<file path="config.mk">
export PLATFORM = sky130hd
export DESIGN_NAME = keypad_scan_ctrl_flat
export DESIGN_NICKNAME = d
export VERILOG_FILES = /design/src/rtl/keypad_scan_ctrl_if.sv /design/src/rtl/keypad_scan_ctrl.sv /design/src/flat_wrapper.sv
export SDC_FILE = /design/constraint.sdc
export NUM_CORES = 1
export LEC_CHECK = 0
export CORE_ASPECT_RATIO = 0.6
export CORE_MARGIN = 4
export CORE_UTILIZATION = 25
export CTS_BUF_LIST = sky130_fd_sc_hd__clkbuf_16
export DETAILED_ROUTE_END_ITERATION = 7
export GPL_TIMING_DRIVEN = 0
export PLACE_DENSITY = 0.46
export SLEW_MARGIN = 20
export SYNTH_ARGS = -nofsm -noshare
export SYNTH_HDL_FRONTEND = slang
export SYNTH_SLANG_ARGS = --single-unit
export TNS_END_PERCENT = 100
</file>
<file path="constraint.sdc">
create_clock -name clk -period 3.73 [get_ports clk]
set_input_delay 0.5595 -clock clk [delete_from_list [all_inputs] [get_ports clk]]
set_output_delay 0.5595 -clock clk [all_outputs]
set_load 0.01 [all_outputs]
</file>
<file path="src/rtl/keypad_scan_ctrl_if.sv">
// keypad_scan_ctrl_if: memory-mapped register bus used by the keypad scan controller.
// The master drives write/read addresses, byte enables and write data; the slave returns registered read data.
interface keypad_scan_ctrl_if;
    logic [7:0]  addrIn;
    logic [7:0]  addrOut;
    logic [3:0]  sizeDecode;
    logic [31:0] dataIn;
    logic [31:0] dataOut;

    modport master (
        output addrIn,
        output addrOut,
        output sizeDecode,
        output dataIn,
        input  dataOut
    );

    modport slave (
        input  addrIn,
        input  addrOut,
        input  sizeDecode,
        input  dataIn,
        output dataOut
    );
endinterface

</file>
<file path="src/rtl/keypad_scan_ctrl.sv">
// keypad_scan_ctrl: paced 4x4 keypad row scanner with whole-frame debounce and an event FIFO.
// Optional feature macro: KEYPAD_RELEASE_EVENT_EN -- when defined, key releases are queued as
// events alongside presses; when undefined only presses are queued.
module keypad_scan_ctrl #(
    parameter int SCAN_DIV       = 1000,
    parameter int DEBOUNCE_SCANS = 3,
    parameter int FIFO_DEPTH     = 8
) (
    input  logic              clk,
    input  logic              rstn,
    keypad_scan_ctrl_if.slave bus,
    input  logic [3:0]        COL,
    output logic [3:0]        ROW,
    output logic              irq
);

    localparam int DIVW = $clog2(SCAN_DIV);
    localparam int AW   = $clog2(FIFO_DEPTH);
    localparam int CW   = AW + 1;
    localparam logic [DIVW-1:0] DIV_LAST = DIVW'(SCAN_DIV - 1);

`ifdef KEYPAD_RELEASE_EVENT_EN
    localparam bit RELEASE_EVENTS = 1'b1;
`else
    localparam bit RELEASE_EVENTS = 1'b0;
`endif

    typedef enum logic [1:0] {
        IDLE,
        DRIVE,
        SAMPLE,
        EMIT
    } state_t;

    state_t          state;
    logic [1:0]      rowIdx;
    logic [DIVW-1:0] divCnt;
    logic [3:0]      emitIdx;
    logic [15:0]     frameBuf;
    logic [15:0]     prevFrame;
    logic [3:0]      dbCnt;
    logic [15:0]     stable;
    logic [15:0]     diffMask;

    logic [15:0]     curFrame;
    logic [3:0]      nextCnt;
    logic            commit;

    logic [1:0]      ctrl;
    logic            overflow;
    logic [4:0]      fifoMem [FIFO_DEPTH];
    logic [AW-1:0]   wrPtr;
    logic [AW-1:0]   rdPtr;
    logic [CW-1:0]   count;

    logic            pushReq;
    logic [4:0]      pushData;
    logic            push;
    logic            pop;
    logic            wrEn;
    logic            ctrlWr;
    logic            popReq;
    logic            fifoEmpty;
    logic            fifoFull;
    logic [4:0]      countWide;
    logic [3:0]      countField;
    logic [31:0]     rdData;
    logic            unusedDataBits;

    assign wrEn      = |bus.sizeDecode;
    assign ctrlWr    = wrEn && (bus.addrIn == 8'd2);
    assign popReq    = wrEn && (bus.addrIn == 8'd1);
    assign fifoEmpty = (count == '0);
    assign fifoFull  = (count == CW'(FIFO_DEPTH));
    assign pop       = popReq && !fifoEmpty;
    assign push      = pushReq && (!fifoFull || pop);
    assign unusedDataBits = ^bus.dataIn[31:3];

    // Assemble the full frame (row 3 is live on COL during its sample cycle) and compute the debounce step.
    always_comb begin
        curFrame        = frameBuf;
        curFrame[15:12] = ~COL;
        if (curFrame != prevFrame) begin
            nextCnt = 4'd1;
        end else if (dbCnt == 4'hF) begin
            nextCnt = 4'hF;
        end else begin
            nextCnt = dbCnt + 4'd1;
        end
        commit = (nextCnt >= 4'(DEBOUNCE_SCANS)) && (curFrame != stable);
    end

    // During EMIT, walk the changed bits and request a FIFO push for each reportable transition.
    always_comb begin
        pushReq  = 1'b0;
        pushData = {stable[emitIdx], emitIdx};
        if ((state == EMIT) && diffMask[emitIdx] && (stable[emitIdx] || RELEASE_EVENTS)) begin
            pushReq = 1'b1;
        end
    end

    // Scan sequencer: paced row drive, per-row capture, frame debounce, and the 16-cycle event walk.
    always_ff @(posedge clk or negedge rstn) begin
        if (!rstn) begin
            state     <= IDLE;
            ROW       <= 4'hF;
            rowIdx    <= '0;
            divCnt    <= '0;
            emitIdx   <= '0;
            frameBuf  <= '0;
            prevFrame <= '0;
            dbCnt     <= '0;
            stable    <= '0;
            diffMask  <= '0;
        end else if (!ctrl[0]) begin
            state     <= IDLE;
            ROW       <= 4'hF;
            rowIdx    <= '0;
            divCnt    <= '0;
            emitIdx   <= '0;
            frameBuf  <= '0;
            prevFrame <= '0;
            dbCnt     <= '0;
            diffMask  <= '0;
        end else begin
            case (state)
                IDLE: begin
                    state  <= DRIVE;
                    rowIdx <= 2'd0;
                    divCnt <= '0;
                    ROW    <= 4'b1110;
                end
                DRIVE: begin
                    if (divCnt == DIV_LAST) begin
                        state  <= SAMPLE;
                        divCnt <= '0;
                    end else begin
                        divCnt <= divCnt + 1'b1;
                    end
                end
                SAMPLE: begin
                    frameBuf[{rowIdx, 2'b00} +: 4] <= ~COL;
                    if (rowIdx == 2'd3) begin
                        prevFrame <= curFrame;
                        dbCnt     <= nextCnt;
                        rowIdx    <= 2'd0;
                        if (commit) begin
                            stable   <= curFrame;
                            diffMask <= stable ^ curFrame;
                            emitIdx  <= '0;
                            state    <= EMIT;
                            ROW      <= 4'hF;
                        end else begin
                            state <= DRIVE;
                            ROW   <= 4'b1110;
                        end
                    end else begin
                        rowIdx <= rowIdx + 2'd1;
                        state  <= DRIVE;
                        ROW    <= ~(4'b0001 << (rowIdx + 2'd1));
                    end
                end
                EMIT: begin
                    if (emitIdx == 4'hF) begin
                        state   <= DRIVE;
                        emitIdx <= '0;
                        ROW     <= 4'b1110;
                    end else begin
                        emitIdx <= emitIdx + 4'd1;
                    end
                end
                default: begin
                    state <= IDLE;
                    ROW   <= 4'hF;
                end
            endcase
        end
    end

    // FIFO pointers, occupancy, sticky overflow and the control register.
    always_ff @(posedge clk or negedge rstn) begin
        if (!rstn) begin
            wrPtr    <= '0;
            rdPtr    <= '0;
            count    <= '0;
            overflow <= 1'b0;
            ctrl     <= 2'b00;
        end else begin
            if (push) begin
                wrPtr <= wrPtr + 1'b1;
            end
            if (pop) begin
                rdPtr <= rdPtr + 1'b1;
            end
            count <= count + CW'(push) - CW'(pop);
            if (pushReq && !push) begin
                overflow <= 1'b1;
            end else if (ctrlWr && bus.dataIn[2]) begin
                overflow <= 1'b0;
            end
            if (ctrlWr) begin
                ctrl <= bus.dataIn[1:0];
            end
        end
    end

    // Event storage; contents are only meaningful between rdPtr and wrPtr, so no reset is needed.
    always_ff @(posedge clk) begin
        if (push) begin
            fifoMem[wrPtr] <= pushData;
        end
    end

    // Read mux; the count field saturates at 15 so a full 16-deep FIFO never reads back as empty.
    always_comb begin
        countWide  = 5'(count);
        countField = (countWide > 5'd15) ? 4'hF : countWide[3:0];
        case (bus.addrOut)
            8'd0:    rdData = {stable, 4'h0, countField, 6'h0, overflow, !fifoEmpty};
            8'd1:    rdData = fifoEmpty ? 32'hFFFF_FFFF : {27'h0, fifoMem[rdPtr]};
            8'd2:    rdData = {30'h0, ctrl};
            default: rdData = 32'h0;
        endcase
    end

    // Registered read data and interrupt level, both reflecting state before this edge's updates.
    always_ff @(posedge clk or negedge rstn) begin
        if (!rstn) begin
            bus.dataOut <= 32'h0;
            irq         <= 1'b0;
        end else begin
            bus.dataOut <= rdData;
            irq         <= ctrl[1] && !fifoEmpty;
        end
    end

endmodule

</file>
<file path="src/flat_wrapper.sv">
// flat-port wrapper written by rule: the top's interface ports become plain ports
module keypad_scan_ctrl_flat 
#(
    parameter int SCAN_DIV       = 1000,
    parameter int DEBOUNCE_SCANS = 3,
    parameter int FIFO_DEPTH     = 8
)
  (clk, rstn, COL, ROW, irq, bus_addrIn, bus_addrOut, bus_sizeDecode, bus_dataIn, bus_dataOut);
  keypad_scan_ctrl_if bus_i ();
  input  logic clk;
  input  logic rstn;
  input  logic [3:0] COL;
  output logic [3:0] ROW;
  output logic irq;
  input wire logic [$bits(bus_i.addrIn)-1:0] bus_addrIn;
  input wire logic [$bits(bus_i.addrOut)-1:0] bus_addrOut;
  input wire logic [$bits(bus_i.sizeDecode)-1:0] bus_sizeDecode;
  input wire logic [$bits(bus_i.dataIn)-1:0] bus_dataIn;
  output wire logic [$bits(bus_i.dataOut)-1:0] bus_dataOut;
  assign bus_i.addrIn = bus_addrIn;
  assign bus_i.addrOut = bus_addrOut;
  assign bus_i.sizeDecode = bus_sizeDecode;
  assign bus_i.dataIn = bus_dataIn;
  assign bus_dataOut = bus_i.dataOut;
  keypad_scan_ctrl #(.SCAN_DIV(SCAN_DIV), .DEBOUNCE_SCANS(DEBOUNCE_SCANS), .FIFO_DEPTH(FIFO_DEPTH)) u_core (.clk(clk), .rstn(rstn), .bus(bus_i), .COL(COL), .ROW(ROW), .irq(irq));
endmodule
</file>
# ---- After elaboration in Yosys (flattened, before gate mapping)
# Memory sizes are Yosys's and may differ from the RTL's.
# Index checks and enable logic that the tools add are counted.
dict set report totals {
  ff_bits 136
  ramBits 40
  out_inout_bits 37
  elab_cells 133
  n_memories 1
}
# memory words width read_ports rd_clocked_by_memory_dff write_ports line_no
set memory_table {}
lappend memory_table {u_core.fifoMem 8 5 1 0 1 keypad_scan_ctrl.sv:51} ;# logic [4:0] fifoMem [FIFO_DEPTH];
dict set report classes {
  n_addsub 9
  magnitude_cmp 2
  eq_ne 25
  shift 3
  mux 48
  bitwise 3
  n_reduce_logical 25
}
# operator count
set ops {}
lappend ops {{two-way mux 16 bit} 9}
lappend ops {{case mux 32 bit (3 select lines)} 1}
lappend ops {{two-way mux 4 bit} 12}
lappend ops {{two-way mux 32 bit} 1}
lappend ops {{!= test 16 bit} 2}
lappend ops {{two-way mux 10 bit} 2}
lappend ops {{case mux 10 bit (2 select lines)} 1}
lappend ops {{!= test 3 bit, second input constant} 6}
lappend ops {{bitwise mux 16 bit} 1}
lappend ops {{== test 8 x 1 -> 1 bit, second input constant} 2}
lappend ops {{== test 8 x 2 -> 1 bit, second input constant} 2}
lappend ops {{variable shift 4 x 6 -> 16 bit, first input constant} 1}
lappend ops {{indexed part select 4 x 6 -> 16 bit} 1}
lappend ops {{XOR 16 bit} 1}
lappend ops {{two-way mux 2 bit} 7}
lappend ops {{== test 4 bit, second input constant} 3}
lappend ops {{case mux 4 bit (3 select lines)} 1}
lappend ops {{adder 10 x 1 -> 10 bit, second input constant} 1}
lappend ops {{== test 10 bit, second input constant} 1}
lappend ops {{logical AND 1 bit} 10}
lappend ops {{adder 4 x 1 -> 4 bit, second input constant} 2}
lappend ops {{binary-select mux 1 bit (select 4 bit)} 2}
lappend ops {{zero test 8 bit} 1}
lappend ops {{two-way mux 1 bit} 8}
lappend ops {{27 further kinds} 37}

# ---- Logic depth before layout (Yosys ltp)
# Gate-level depths: netlist (run 1).
dict set report logic_depth {
  ltp_word 9
  ltp_mapped 13
}

# ---- Worst setup path before layout (run 1)
# No wires, ideal clock.
dict set report synth_timing {
  path_kind {input-to-reg}
  from {in bus_addrIn[3]}
  to {mem u_core.fifoMem[0][0], enable pin}
  setup_time_ps 381
  arrival_time_ps 2532
  path_slack_ps 816
  path_stages 8
  path_buffers 2
  cell_sequence {or4_1 > nor4_1 > and4b_1 > buf_4 > or2_2 > nand2b_1 > buf_4 > nor4_1}
}
dict set report synth_between {
  elab_chain_cells 7
}
# element line_no
set synth_rtl {}
lappend synth_rtl {{start: declaration} flat_wrapper.sv:15} ;# input wire logic [$bits(bus_i.addrIn)-1:0] bus_addrIn;
lappend synth_rtl {{== test 8 x 1 -> 1 bit} keypad_scan_ctrl.sv:72} ;# assign popReq = wrEn && (bus.addrIn == 8'd1);
lappend synth_rtl {{logical AND 1 bit} keypad_scan_ctrl.sv:72}
lappend synth_rtl {{logical AND 1 bit} keypad_scan_ctrl.sv:75} ;# assign pop = popReq && !fifoEmpty;
lappend synth_rtl {{named net u_core.pop} keypad_scan_ctrl.sv:59} ;# logic pop;
lappend synth_rtl {{logical OR 1 bit} keypad_scan_ctrl.sv:76} ;# assign push = pushReq && (!fifoFull || pop);
lappend synth_rtl {{logical AND 1 bit} keypad_scan_ctrl.sv:76}
lappend synth_rtl {{two-way mux 1 bit} keypad_scan_ctrl.sv:209} ;# if (push) begin
lappend synth_rtl {{two-way mux 1 bit (not written as such)} keypad_scan_ctrl.sv:210} ;# fifoMem[wrPtr] <= pushData;
lappend synth_rtl {{end: declaration} keypad_scan_ctrl.sv:51}
# The timed path passes the listed nets, and every way through them passes these cells.

# ---- Final worst setup path (run 1)
dict set report layout_timing {
  from {reg u_core.emitIdx[1]}
  to {reg u_core.count[2]}
}
dict set report layout_between {
  elab_cells_between_ends 10
  cone_classes {add/sub: 2; mux: 5; reduce/logical: 3}
}
# element line_no
set layout_rtl {}
lappend layout_rtl {{start: declaration} keypad_scan_ctrl.sv:38} ;# logic [3:0] emitIdx;
lappend layout_rtl {{start signal: assignment} keypad_scan_ctrl.sv:169} ;# emitIdx <= emitIdx + 4'd1;
lappend layout_rtl {{binary-select mux 1 bit (select 4 bit)} n/a}
lappend layout_rtl {{two-way mux 1 bit} n/a}
lappend layout_rtl {{named net u_core.pushData[4]} keypad_scan_ctrl.sv:57} ;# logic [4:0] pushData;
lappend layout_rtl {{logical AND 1 bit} keypad_scan_ctrl.sv:97} ;# if ((state == EMIT) && diffMask[emitIdx] && (stable[emitIdx] || RELEASE_EVENTS)) begin
lappend layout_rtl {{two-way mux 1 bit} keypad_scan_ctrl.sv:97}
lappend layout_rtl {{logical AND 1 bit} keypad_scan_ctrl.sv:76}
lappend layout_rtl {{named net u_core.push} keypad_scan_ctrl.sv:58} ;# logic push;
lappend layout_rtl {{adder 4 x 1 -> 4 bit} keypad_scan_ctrl.sv:195} ;# count <= count + CW'(push) - CW'(pop);
lappend layout_rtl {{subtractor 4 x 1 -> 4 bit} keypad_scan_ctrl.sv:195}
lappend layout_rtl {{end signal: assignment} keypad_scan_ctrl.sv:195}
lappend layout_rtl {{end: declaration} keypad_scan_ctrl.sv:54} ;# logic [CW-1:0] count;
# The timed path passes the listed nets, and every way through them passes these cells. The select of a mux whose other input is x is not followed.
# A chain may end at the register's enable or synchronous reset.

==> results of run 1 <==
-- state kept, by name, summed over array words and instances, names as in the netlist --
signal / flops
u_core.fifoMem: 40
u_core.bus.dataOut: 26
u_core.diffMask: 16
u_core.prevFrame: 16
u_core.stable: 16
u_core.frameBuf: 12
u_core.divCnt: 10
u_core.ROW: 4
u_core.count: 4
u_core.dbCnt: 4
u_core.emitIdx: 4
u_core.rdPtr: 3
u_core.wrPtr: 3
u_core.ctrl: 2
u_core.rowIdx: 2
u_core.state: 2
u_core.irq: 1
u_core.overflow: 1
-- synthesized netlist by cell type (all sizes together), types with 2 or more instances --
library cell	count	area (um2)
dfrtp	122	3050
nand2	54	203
o21ai	43	219
edfxtp	40	1200
nor2	37	139
a21o	22	165
xnor2	22	193
a21oi	21	105
xor2	21	184
buf	20	148
ha	20	250
inv	20	75.1
mux2	19	236
nor4	19	146
mux4	16	360
clkbuf	15	58.8
a22o	13	114
mux2i	13	130
nand4	13	81.3
nor3	9	45.0
nand2b	7	43.8
nor2b	7	43.8
and3	6	37.5
a31oi	5	31.3
nand3	5	25.0
dfstp	4	105
o31ai	4	30.0
and2	3	18.8
nand3b	3	22.5
nor3b	3	22.5
and4	2	17.5
o22ai	2	12.5
or3	2	12.5
or4	2	15.0
-- metal layers --
metal	vias to the layer above	wire length (um)
met2	121	6680
met1	2504	11500
met4	0	177
li1	2426	-
met5	-	0
met3	12	1180
-- final cells by class --
class / instances / area, um2 / share of cell area
buffer: 35 / 206 / 0.0217
tap: 408 / 510 / 0.0537
sequential: 166 / 4360 / 0.459
multi-input combinational: 407 / 3090 / 0.325
inverter: 20 / 75.1 / 0.00790
clock inverter: 14 / 159 / 0.0167
timing repair buffer: 63 / 653 / 0.0687
clock buffer: 18 / 450 / 0.0474
-- report_power, final --
group          internal, mW  switching, mW  total, mW
Combinational        0.0890          0.126      0.215
Sequential             1.88         0.0179       1.89
Clock                  1.09          0.752       1.84
Total                  3.05          0.896       3.95
-- logic make-up (layout without fill, tap and decap cells) --
group / after synthesis / after routing / share of synthesized area
AOI/OAI and AO/OA: 119 / 119 / 0.0992
xor gates and xnor gates: 43 / 43 / 0.0490
adders and majority gates: 21 / 21 / 0.0352
buffers and inverters: 55 / 150 / 0.0366
DFF: 166 / 166 / 0.567
muxes: 48 / 48 / 0.0946
and+or+nand+nor: 176 / 176 / 0.118
-- final timing paths --
path	to	slack, ps	start	cells after the start
setup / recovery	u_core.count[2]$_DFF_PN0_	280	u_core.emitIdx[1]$_DFFE_PN0P_	12
hold / removal	u_core.prevFrame[13]$_DFFE_PN0P_	380	COL[1]	2
setup reg to reg	u_core.count[2]$_DFF_PN0_	280	u_core.emitIdx[1]$_DFFE_PN0P_	12
hold reg to reg	u_core.diffMask[4]$_DFFE_PN0P_	480	u_core.diffMask[4]$_DFFE_PN0P_	2
max in group asynchronous	u_core.ROW[2]$_DFFE_PN1P_	2370	rstn	3
min in group asynchronous	u_core.bus.dataOut[28]$_DFF_PN0_	590	rstn	2
-- repair_timing --
item / 4_1_cts / 5_1_grt
hold buffers: 1 / 0
gates cloned: 0 / 0
endpoints found under the setup margin: 15 / 10
gates resized for setup: 3 / 2
hold endpoints to repair: 36 / 0
-- worst register-to-register path: stages (launching register included) --
cell	delay, ps
dfrtp_1	670
clkbuf_1	440
mux4_2	290
mux2i_1	90
mux2i_2	500
o21ai_2	160
nand2b_1	180
buf_4	180
inv_2	90
ha_1	170
inv_1	60
fa_1	380
xnor2_1	130
-- through the flow --
| stage | cell area (um2) | setup TNS, ps |
|---|---|---|
| after floorplan | 7680 | 0 |
| after global placement | 8800 | -419010 |
| after detailed placement | 8860 | -2480 |
| after CTS | 9490 | 0 |
| after global routing | 9500 | 0 |
| final | 9500 | 0 |
==> flow_metrics.py, run 1 <==
metrics = {
    "place": {
        "dp_hpwl_mm": 14.0,
        "portBuffers": 61,
        "dp_slack_ps": -280,
        "gp_congestion": 0.771,
        "dpl.cell_count": 1098,
    },
    "setup_path": {
        "crit_arrival_ps": 3780,
        "path_cells": "clkbuf_1 > mux4_2 > mux2i_1 > mux2i_2 > o21ai_2 > nand2b_1 > buf_4 > inv_2 > ha_1 > inv_1 > fa_1 > xnor2_1",
        "crit_path_end_kind": "flop",
        "worst_path_largest_cell_delay_ps": 670,
        "cp.buffers_inverters": 4,
        "crit_fanout": 12,
        "critical_path_class": "reg2reg",
        "worst_path_max_delay_cell": "dfrtp_1",
        "path_delay_family": "multiplexers",
        "crit_required_ps": 4050,
        "start_kind": "flop",
    },
    "routing": {
        "remaining_drc_errors": 0,
        "totalWireLength_mm": 19.5,
        "ant_nets": 0,
        "post_drt_wl_per_cell_um": 17.3,
        "routed-via-count": 5063,
        "vias_per_cell": 4.48,
        "first_pass_iters": 4,
        "drtIter0Drc": 367,
    },
    "sta": {
        "grt_setup_unrepaired": "no",
        "worst_slack_ps": 277,
        "period_minus_slack_ps": 3450,
        "worst_slew_pin_slew_ps": 1060,
        "fin_worst_skew_ps": 5.86,
        "slew_headroom": 0.285,
        "finalCritPeriodShare": 0.926,
        "finalSetupViolCount": 0,
        "slew_viol_final": 0,
        "hold_viol_final": 0,
        "holdWs_ps": 376,
        "max_freq_ghz": 0.290,
    },
    "yosys": {
        "synth_edf_count": 40,
        "ys_seq_area_frac": 0.567,
        "syn_inst": 628,
        "syn_area_um2": 7680,
        "synthArstFlopShare": 0.759,
        "yosysWarnings": 0,
        "yosysUniqueCellTypes": 60,
        "ys.flop_type": "dfrtp_1",
        "ys_seq_elements": 166,
        "syn_nets": 707,
        "avgSynthCellArea_um2": 12.2,
    },
    "floorplanning": {
        "pin_count": 95,
        "dieArea_um2": 33700,
        "initial_core_util": 0.255,
        "die_x_um": 234,
        "die_h_um": 144,
        "design.core.area_um2": 30100,
        "num_rows": 49,
    },
    "clock_tree": {
        "clock_sinks": 166,
        "clkTransAtPathRegs_ps": 60,
        "tritoncts": "yes",
        "htreeDepth": 4,
        "clk_latency_ps": 440,
        "cts_inserted_buffers": 17,
        "cts_setup_buffers": 0,
        "cts_buffer_depth": 2,
        "root_buffer": "clkbuf_16",
    },
    "outcome": {
        "status": "finished, final reports clean",
    },
    "layout": {
        "layout_commonest_cell": "dfrtp_1",
        "post-route-util": 0.316,
        "num-fill-cells": 3041,
        "finalNetCount": 789,
        "antenna_cells": 0,
        "drive_above_1_share": 0.140,
        "fin_cells": 1131,
        "layout_common_cells": "dfrtp_1 (122), clkdlybuf4s50_1 (60), nand2_1 (54)",
        "area_growth_pct": 23.7,
    },
    "global_routing": {
        "grt_usage": 0.121,
        "grt_busiest_layer": "met1",
        "grt_overflow": 0,
        "use_met2": 0.143,
        "grt_pass1_wl_mm": 30.4,
        "grt_max_degree": 90,
        "grt_util_met1": 0.201,
        "met3_usage": 0.0378,
        "antenna_found_initial": 0,
        "grt_pass1_vias": 5033,
    },
    "flow_run": {
        "drv_cap": 0,
    },
    "power": {
        "vdd_drop_max_mv": 0.305,
        "p_leak_nw": 4.14,
        "finalPower_mw": 3.95,
        "powerDensity_nw_per_um2": 415,
    },
    "min_path": {
        "hp-class": "in2reg",
    },
}
Note: power is estimated with default switching activity, not from simulation.
==> run 2: changes to the inputs <==
--- a/config.mk
+++ b/config.mk
@@ -7,11 +7,11 @@
 export LEC_CHECK = 0
 export CORE_ASPECT_RATIO = 0.6
 export CORE_MARGIN = 4
-export CORE_UTILIZATION = 25
+export CORE_UTILIZATION = 56
 export CTS_BUF_LIST = sky130_fd_sc_hd__clkbuf_16
 export DETAILED_ROUTE_END_ITERATION = 7
 export GPL_TIMING_DRIVEN = 0
-export PLACE_DENSITY = 0.46
+export PLACE_DENSITY = 0.84
 export SLEW_MARGIN = 20
 export SYNTH_ARGS = -nofsm -noshare
 export SYNTH_HDL_FRONTEND = slang
==> flow_metrics.py, run 2 (synthesized netlist as in run 1, its figures left out) <==
metrics = {
    "setup_path": {
        "crit_fanout": 12,
        "path_cells": "clkbuf_1 > mux4_2 > mux2i_1 > mux2i_2 > o21ai_2 > nand2b_1 > buf_4 > nor3_1",
        "crit_required_ps": 3780,
        "crit_path_end_kind": "flop",
        "worst_path_max_delay_cell": "nor3_1",
        "crit_arrival_ps": 3550,
        "critical_path_class": "reg2reg",
        "crit_path_start": "u_core.emitIdx[1]$_DFFE_PN0P_",
        "r2r-start": "u_core.emitIdx[1]$_DFFE_PN0P_",
        "worst_path_largest_cell_delay_ps": 670,
        "ff2ff_setup_slack_ps": 230,
        "crit_end": "u_core.fifoMem[7][1]$_DFFE_PP_",
        "start_kind": "flop",
        "r2r-end": "u_core.fifoMem[7][1]$_DFFE_PP_",
        "rr_worst_depth": 8,
    },
    "layout": {
        "finalInstanceArea_um2": 9120,
        "drive_above_1_share": 0.140,
        "antenna_cells": 0,
        "fin_cells": 892,
        "largest_register": "u_core.fifoMem",
        "largest_reg_flops": 40,
        "layout_commonest_cell": "dfrtp_1",
        "finalNetCount": 788,
        "area_growth_pct": 18.7,
        "top_regs": "u_core.fifoMem: 40 flops, u_core.bus.dataOut: 26 flops",
        "num-fill-cells": 882,
        "layout_common_cells": "dfrtp_1 (122), clkdlybuf4s50_1 (60), nand2_1 (54)",
    },
    "place": {
        "dp_slack_ps": -220,
        "postPlaceCellArea_um2": 8540,
        "dp_hpwl_mm": 12.8,
        "gp_congestion": 0.874,
        "dpl.cell_count": 860,
        "portBuffers": 61,
    },
    "clock_tree": {
        "clkTransAtPathRegs_ps": 70,
        "root_buffer": "clkbuf_16",
        "cts_inserted_buffers": 17,
        "clk_latency_ps": 420,
        "clock_sinks": 166,
        "tritoncts": "yes",
        "cts_buffer_depth": 2,
        "htreeDepth": 4,
    },
    "floorplanning": {
        "dieArea_um2": 15700,
        "initial_core_util": 0.585,
        "pin_count": 95,
        "design.core.area_um2": 13100,
        "die_x_um": 159,
        "num_rows": 32,
        "die_h_um": 98.7,
    },
    "power": {
        "vdd_drop_max_mv": 0.301,
        "p_sw_frac": 0.236,
        "power_frac_comb": 0.059,
        "finalPower_mw": 3.78,
        "p_sw_mw": 0.890,
        "internal_power_mw": 2.89,
        "powerDensity_nw_per_um2": 414,
        "p_leak_nw": 4.11,
        "seq_power_share": 0.501,
        "pwr-share-clk": 0.440,
    },
    "sta": {
        "finalSetupViolCount": 0,
        "holdWs_ps": 137,
        "period_minus_slack_ps": 3500,
        "finalCritPeriodShare": 0.939,
        "slew_headroom": 0.389,
        "hold_viol_final": 0,
        "grt_setup_unrepaired": "no",
        "max_freq_ghz": 0.286,
        "worst_slew_pin_slew_ps": 908,
        "fin_worst_skew_ps": 9.80,
        "worst_slack_ps": 228,
        "slew_viol_final": 0,
    },
    "min_path": {
        "hp-class": "in2async",
    },
    "routing": {
        "first_pass_iters": 5,
        "routed-via-count": 5495,
        "remaining_drc_errors": 0,
        "ant_nets": 0,
        "totalWireLength_mm": 18.3,
        "drtIter0Drc": 465,
        "vias_per_cell": 6.16,
        "post_drt_wl_per_cell_um": 20.5,
    },
    "global_routing": {
        "antenna_found_initial": 0,
        "grt_overflow": 0,
        "grt_max_degree": 75,
        "grt_pass1_wl_mm": 29.4,
        "grt_pass1_vias": 5608,
        "grt_usage": 0.239,
    },
    "outcome": {
        "status": "finished, final reports clean",
    },
    "flow_run": {
        "drv_cap": 0,
    },
}
[run 2: stage by stage]
| stage | util | setup TNS, ps |
|---|---|---|
| CTS | 0.694 | 0 |
| finish | 0.695 | 0 |
| floorplan | - | 0 |
| global route | 0.695 | 0 |
| global placement | 0.648 | -322520 |
| detailed placement | 0.650 | -3780 |
[run 2: power groups by stage]
| stage | sequential [mW] | clock [mW] | combinational [mW] |
|---|---|---|---|
| after floorplan | 1.92 | 0 | 0.118 |
| after global placement | 1.93 | 0 | 0.201 |
| after detailed placement | 1.93 | 0 | 0.219 |
| after CTS | 1.89 | 1.68 | 0.223 |
| after global routing | 1.90 | 1.76 | 0.246 |
| final | 1.89 | 1.66 | 0.222 |
[run 2: area by class of cell]
| cell class | instances | area, um2 | area share |
|---|---|---|---|
| clock buffer | 17 | 425 | 0.0466 |
| inverter | 20 | 75.1 | 0.00823 |
| timing repair buffer | 62 | 639 | 0.0701 |
| tap | 170 | 213 | 0.0233 |
| clock inverter | 15 | 128 | 0.0140 |
| buffer | 35 | 206 | 0.0226 |
| multi-input combinational | 407 | 3080 | 0.337 |
| sequential | 166 | 4360 | 0.478 |
[run 2: timing repair]
action | CTS | global route
hold buffers | 0 | 0
setup buffers | 0 | 0
resized for setup | 4 | 2
setup endpoints to repair | 20 | 27
[run 2: worst min path at each step]
stage	start	to	slack, ps	depth (start not counted)
floorplan	rstn	u_core.bus.dataOut[0]$_DFF_PN0_	260	0
global placement	u_core.diffMask[10]$_DFFE_PN0P_	u_core.diffMask[10]$_DFFE_PN0P_	460	2
detailed placement	u_core.diffMask[13]$_DFFE_PN0P_	u_core.diffMask[13]$_DFFE_PN0P_	470	2
CTS	rstn	u_core.bus.dataOut[25]$_DFF_PN0_	170	1
global route	rstn	u_core.bus.dataOut[25]$_DFF_PN0_	200	1
finish	rstn	u_core.bus.dataOut[25]$_DFF_PN0_	140	1
[run 2: worst max-delay path, delay by kind of cell (launching register included)]
family	cells	cell delay, ps
AO/OA/AOI/OAI	1	130
buffers and inverters	2	630
flip-flops	1	630
multiplexers	3	880
AND/OR/NAND/NOR	2	840
[run 2: routing by layer]
layer,share of wire,global-route usage,vias to the layer above
met5,0,0,-
li1,-,-,2423
met2,0.44,0.356,297
met1,0.44,0.340,2743
met3,0.10,0.0773,32
met4,0.016,0.0740,0
